--- src/rtl/fir_pkg.sv ---
// Shared constants, state encoding and data types for the FIR tap sequencer.
package fir_pkg;

  localparam int TAPS   = 64;
  localparam int IDX_W  = 6;
  localparam int DATA_W = 16;
  localparam int COEF_W = 16;
  localparam int PROD_W = DATA_W + COEF_W;
  localparam int ACC_W  = DATA_W + COEF_W + IDX_W;

  typedef enum logic [1:0] {
    IDLE = 2'd0,
    MAC  = 2'd1,
    OUT  = 2'd2
  } fir_seq_state_t;

  typedef logic signed [DATA_W-1:0] sample_t;
  typedef logic signed [COEF_W-1:0] coef_t;
  typedef logic signed [PROD_W-1:0] prod_t;
  typedef logic signed [ACC_W-1:0]  acc_t;

  // Sign-extend a full-precision product to accumulator width.
  function automatic acc_t sext_prod(input prod_t p);
    return {{(ACC_W-PROD_W){p[PROD_W-1]}}, p};
  endfunction

endpackage

--- src/rtl/fir_mac.sv ---
// Signed multiply-accumulate unit: acc <= acc + sample*coef at full precision.
module fir_mac
  import fir_pkg::*;
(
  input  logic              clock,
  input  logic              reset,
  input  logic              clear,
  input  logic              enable,
  input  logic [DATA_W-1:0] sample,
  input  logic [COEF_W-1:0] coef,
  output logic [ACC_W-1:0]  acc
);

  prod_t product;
  acc_t  acc_reg;

  assign product = sample_t'(sample) * coef_t'(coef);
  assign acc     = acc_reg;

  // Accumulator: clear has priority so a new sample always starts from zero.
  always_ff @(posedge clock or posedge reset) begin
    if (reset) begin
      acc_reg <= '0;
    end else if (clear) begin
      acc_reg <= '0;
    end else if (enable) begin
      acc_reg <= acc_reg + sext_prod(product);
    end
  end

endmodule

--- src/rtl/fir_tap_sequencer.sv ---
// FIR control engine: accepts a sample, shifts it into the external delay
// line, walks every tap through the MAC, then offers the result downstream.
module fir_tap_sequencer
  import fir_pkg::*;
(
  input  logic              clock,
  input  logic              reset,
  input  logic              in_valid,
  input  logic [DATA_W-1:0] in_data,
  output logic              in_ready,
  output logic [DATA_W-1:0] rf_in_data,
  output logic              rf_reg_write,
  output logic [IDX_W-1:0]  rf_rd_reg,
  input  logic [DATA_W-1:0] rf_rd_data,
  output logic [IDX_W-1:0]  coef_addr,
  input  logic [COEF_W-1:0] coef_data,
  output logic              out_valid,
  output logic [ACC_W-1:0]  out_data,
  input  logic              out_ready,
  output logic              busy
);

  fir_seq_state_t   state_reg;
  fir_seq_state_t   state_next;
  logic [IDX_W-1:0] idx_reg;
  logic [ACC_W-1:0] acc;
  logic [ACC_W-1:0] hold_reg;
  logic             accept;
  logic             mac_en;
  logic             last_tap;

  assign last_tap  = (idx_reg == IDX_W'(TAPS-1));
  assign rf_rd_reg = idx_reg;
  assign coef_addr = idx_reg;

  // While offering a result the live accumulator is shown; otherwise the
  // last delivered result is held so out_data never shows partial sums.
  assign out_data = out_valid ? acc : hold_reg;

  // State register.
  always_ff @(posedge clock or posedge reset) begin
    if (reset) begin
      state_reg <= IDLE;
    end else begin
      state_reg <= state_next;
    end
  end

  // Next-state and handshake outputs; none depend on rf_rd_data.
  always_comb begin
    state_next   = state_reg;
    in_ready     = 1'b0;
    rf_reg_write = 1'b0;
    rf_in_data   = '0;
    out_valid    = 1'b0;
    busy         = 1'b1;
    accept       = 1'b0;
    mac_en       = 1'b0;
    case (state_reg)
      IDLE: begin
        in_ready = 1'b1;
        busy     = 1'b0;
        if (in_valid) begin
          accept       = 1'b1;
          rf_reg_write = 1'b1;
          rf_in_data   = in_data;
          state_next   = MAC;
        end
      end
      MAC: begin
        mac_en = 1'b1;
        if (last_tap) begin
          state_next = OUT;
        end
      end
      OUT: begin
        out_valid = 1'b1;
        if (out_ready) begin
          state_next = IDLE;
        end
      end
      default: begin
        state_next = IDLE;
      end
    endcase
  end

  // Tap index: restarts on each accepted sample, wraps naturally after TAPS-1.
  always_ff @(posedge clock or posedge reset) begin
    if (reset) begin
      idx_reg <= '0;
    end else if (accept) begin
      idx_reg <= '0;
    end else if (mac_en) begin
      idx_reg <= idx_reg + 1'b1;
    end
  end

  // Capture the delivered result so it stays visible after the handshake.
  always_ff @(posedge clock or posedge reset) begin
    if (reset) begin
      hold_reg <= '0;
    end else if (out_valid && out_ready) begin
      hold_reg <= acc;
    end
  end

  fir_mac u_mac (
    .clock  (clock),
    .reset  (reset),
    .clear  (accept),
    .enable (mac_en),
    .sample (rf_rd_data),
    .coef   (coef_data),
    .acc    (acc)
  );

endmodule

--- config.mk ---
export PLATFORM = sky130hd
export DESIGN_NAME = fir_tap_sequencer
export DESIGN_NICKNAME = d
export VERILOG_FILES = /design/src/rtl/fir_pkg.sv /design/src/rtl/fir_mac.sv /design/src/rtl/fir_tap_sequencer.sv
export SDC_FILE = /design/constraint.sdc
export NUM_CORES = 1
export LEC_CHECK = 0
export ABC_AREA = 1
export CORE_UTILIZATION = 50
export CTS_CLUSTER_SIZE = 10
export DETAILED_ROUTE_END_ITERATION = 16
export PLACE_DENSITY = 0.73
export RECOVER_POWER = 50
export SLEW_MARGIN = 20
export SYNTH_ARGS = -nofsm -noshare
export SYNTH_HDL_FRONTEND = slang
export SYNTH_HIERARCHICAL = 1
export SYNTH_SLANG_ARGS = --single-unit
--- constraint.sdc ---
create_clock -name clock -period 4.4 [get_ports clock]
set_input_delay 0.88 -clock clock [delete_from_list [all_inputs] [get_ports clock]]
set_output_delay 0.88 -clock clock [all_outputs]
set_load 0.02 [all_outputs]
==> flow_summary.ini <==
[floorplan]
dieWidth_um = 186
rows = 67
dieArea_mm2 = 0.0346
die_h_um = 186
core_area_mm2 = 0.0334
initial_utilization = 0.506
ios = 122

[worst_hold_path]
min_from = hold_reg[5]
hp-class = reg -> reg

[clock_network]
cts_buffers = 9
cts_tree = done
cts_buffer_depth = 2
cts_max_level = 3
path_clk_slew_ps = 70
clkLatencyLatePin_ps = 360
clkSinkCount = 84
root_buffer = clkbuf_16

[timing]
drv_slew = 146
fin_setup_tns_ps = -36900
fmax_ghz = 0.173
finalCritPeriodShare = 1.31
setup_viol = 32
fin_ws_ps = -1370
rsz0062_at_grt = yes
finalClockSkew_ps = 8.21
min_period_ps = 5770
max-slew-margin-rel = -0.695
worst_slew_pin_slew_ps = 2540
final_hold_viol_count = 0

[global_routing]
grt_usage = 0.309
antenna_found_initial = 0
grt_pass1_vias = 16100
grt_use_met2 = 0.546
grt_overflow = 0
gr-usage-met3 = 0.0507
use_met1 = 0.388
grt_pass1_wl_mm = 81.8
busiest_layer = met2
grt_max_degree = 60

[synth]
synth_commonest_cells = nand2_1, inv_1, fa_1
netlist_area_mm2 = 0.0169
synth_edf_count = 0
synth_cells = 2202
avgSynthCellArea_um2 = 7.69
yosys-top-cells-area = fa_1, nand2_1, inv_1
ys_async_sr_fraction = 1.00
synth_top_area_cell = fa_1
post-synth-top-count-cell = nand2_1
synth_fp_nets = 2688
synth_cell_types = 39
yosys_warnings = 6
synth_flop_cell = dfrtp_1
ys_seq_elements = 84
ys_seq_area_frac = 0.124
synth_top_area_share = 0.381

[worst_setup_path]
max_stage_delay_ps = 680
r2r_start = u_mac/acc[15]
crit_path_cell_trace = buf_12 -> buf_12 -> nand2_4 -> fa_1 -> inv_2 -> fa_2 -> buf_4 -> fa_1 -> fa_1 -> fa_1 -> inv_1 -> fa_1 -> inv_1 -> ha_4 -> nand2_2 -> inv_1 -> a21oi_2 -> nand2_4 -> nand2_2 -> nand2_2 -> a21oi_2 -> nand3_1 -> nand3_1 -> nand2_1
path_class = in -> reg
critPathArrivalTime_ps = 6020
cp_slowest_cell = fa_2
critical_path.startpoint = rf_rd_data[15]
cp-end-kind = register
crit_path_frequent_cell = fa_1
required_ps = 4650
cp_max_fo = 5
cp-start-kind = input pin

[run]
maxCapViolCount = 3

[place]
dpl_cell_area_mm2 = 0.0207
numPortBuffers = 121
place_congestion = 0.980
dpl.hpwl_mm = 38.5
pre_cts_slack_ps = -2250

[routing]
dr.pass1.iters = 6
viasPerCell = 5.14
wl_per_cell_um = 17.8
drcViolationCount = 0
ant_nets = 0
vias = 15587
drtIter0Drc = 1269
routed_wl_mm = 53.9

[cells_and_area]
design_area_mm2 = 0.0241
area_growth_pct = 42.6
antennaDiodeCount = 0
utilization = 0.722
drive_above_1_share = 0.316
fillerInstances = 2347
num-nets-final = 3066

[status]
outcome = complete, but fails checks
violations = max-capacitance violations, max-slew violations, negative setup slack
placed cells by master (no fill, tap or decap), types with 14 or more instances in the layout:
| cell type | netlist | layout |
|---|---|---|
| nor2_2 | 6 | 14 |
| o21ai_1 | 30 | 37 |
| nor2_4 | 2 | 33 |
| nor2_1 | 101 | 62 |
| nand3_1 | 49 | 32 |
| o21ai_2 | 14 | 15 |
| a21oi_2 | 4 | 20 |
| ha_1 | 112 | 68 |
| nand2_2 | 8 | 71 |
| buf_4 | 6 | 207 |
| buf_8 | 0 | 14 |
| buf_6 | 10 | 92 |
| a21oi_4 | 0 | 16 |
| o21ai_0 | 68 | 58 |
| nand2_4 | 0 | 51 |
| fa_1 | 322 | 300 |
| ha_4 | 0 | 41 |
| nand2_1 | 606 | 485 |
| inv_1 | 605 | 513 |
| inv_2 | 10 | 91 |
| dfrtp_1 | 84 | 84 |
| clkdlybuf4s50_1 | 0 | 86 |
| buf_12 | 0 | 37 |
| fa_2 | 0 | 22 |
repair_timing:
action | in CTS | in global routing
buffers inserted | 97 | 50
pin swaps | 166 | 225
gates cloned | 7 | 1
endpoints found under the setup margin | 34 | 33
hold buffers | 0 | 0
resized for setup | 425 | 257
cell type report:
cell class | count | area, um2 | share of cell area
Sequential cell | 84 | 2100 | 0.0871
Multi-Input combinational cell | 1409 | 14100 | 0.583
Clock buffer | 9 | 225 | 0.00933
Tap cell | 448 | 561 | 0.0232
Timing Repair Buffer | 460 | 4740 | 0.197
Clock inverter | 7 | 105 | 0.00435
Inverter | 616 | 2340 | 0.0969
per-layer routing:
| metal | part of all wire | up-vias |
|---|---|---|
| li1 | - | 7087 |
| met1 | 0.39 | 7747 |
| met2 | 0.50 | 587 |
| met3 | 0.068 | 166 |
| met4 | 0.041 | 0 |
| met5 | 0 | - |
worst max-delay path, delay by kind of cell:
family / cells / cell delay, ps
compound gates: 2 / 390
fa+ha+maj: 7 / 3450
buf+inv: 7 / 630
simple gates: 8 / 660
final timing paths:
kind                            cells past startpoint       endpoint  slack, ps
worst min register to register                      2    hold_reg[5]        480
min in group asynchronous                           2   hold_reg[35]       1550
worst min-delay path                                2    hold_reg[5]        480
max in group asynchronous                           3   u_mac/acc[8]       1030
worst max-delay path                               24  u_mac/acc[37]      -1370
worst max register to register                     21  u_mac/acc[34]       -210
logic make-up (layout without fill, tap and decap cells):
family | Yosys count | count (layout) | synth area share
flip-flops | 84 | 84 | 0.124
AND/OR/NAND/NOR | 795 | 795 | 0.187
buffers and inverters | 709 | 1092 | 0.163
XOR/XNOR | 2 | 2 | 0.00103
AO/OA/AOI/OAI | 178 | 178 | 0.0607
adder cells (fa/ha/maj) | 434 | 434 | 0.463
stage by stage:
| stage | hold slack (ps) | cells |
|---|---|---|
| final | 483 | 3033 |
| after global routing | 505 | 3033 |
| after CTS | 484 | 2995 |
| after detailed placement | 468 | 2876 |
| after global placement | 463 | 2876 |
| after floorplan | 453 | 2202 |
Power is not shown: default switching activity piles up to over one toggle a cycle in this logic, so the estimate is an artifact.
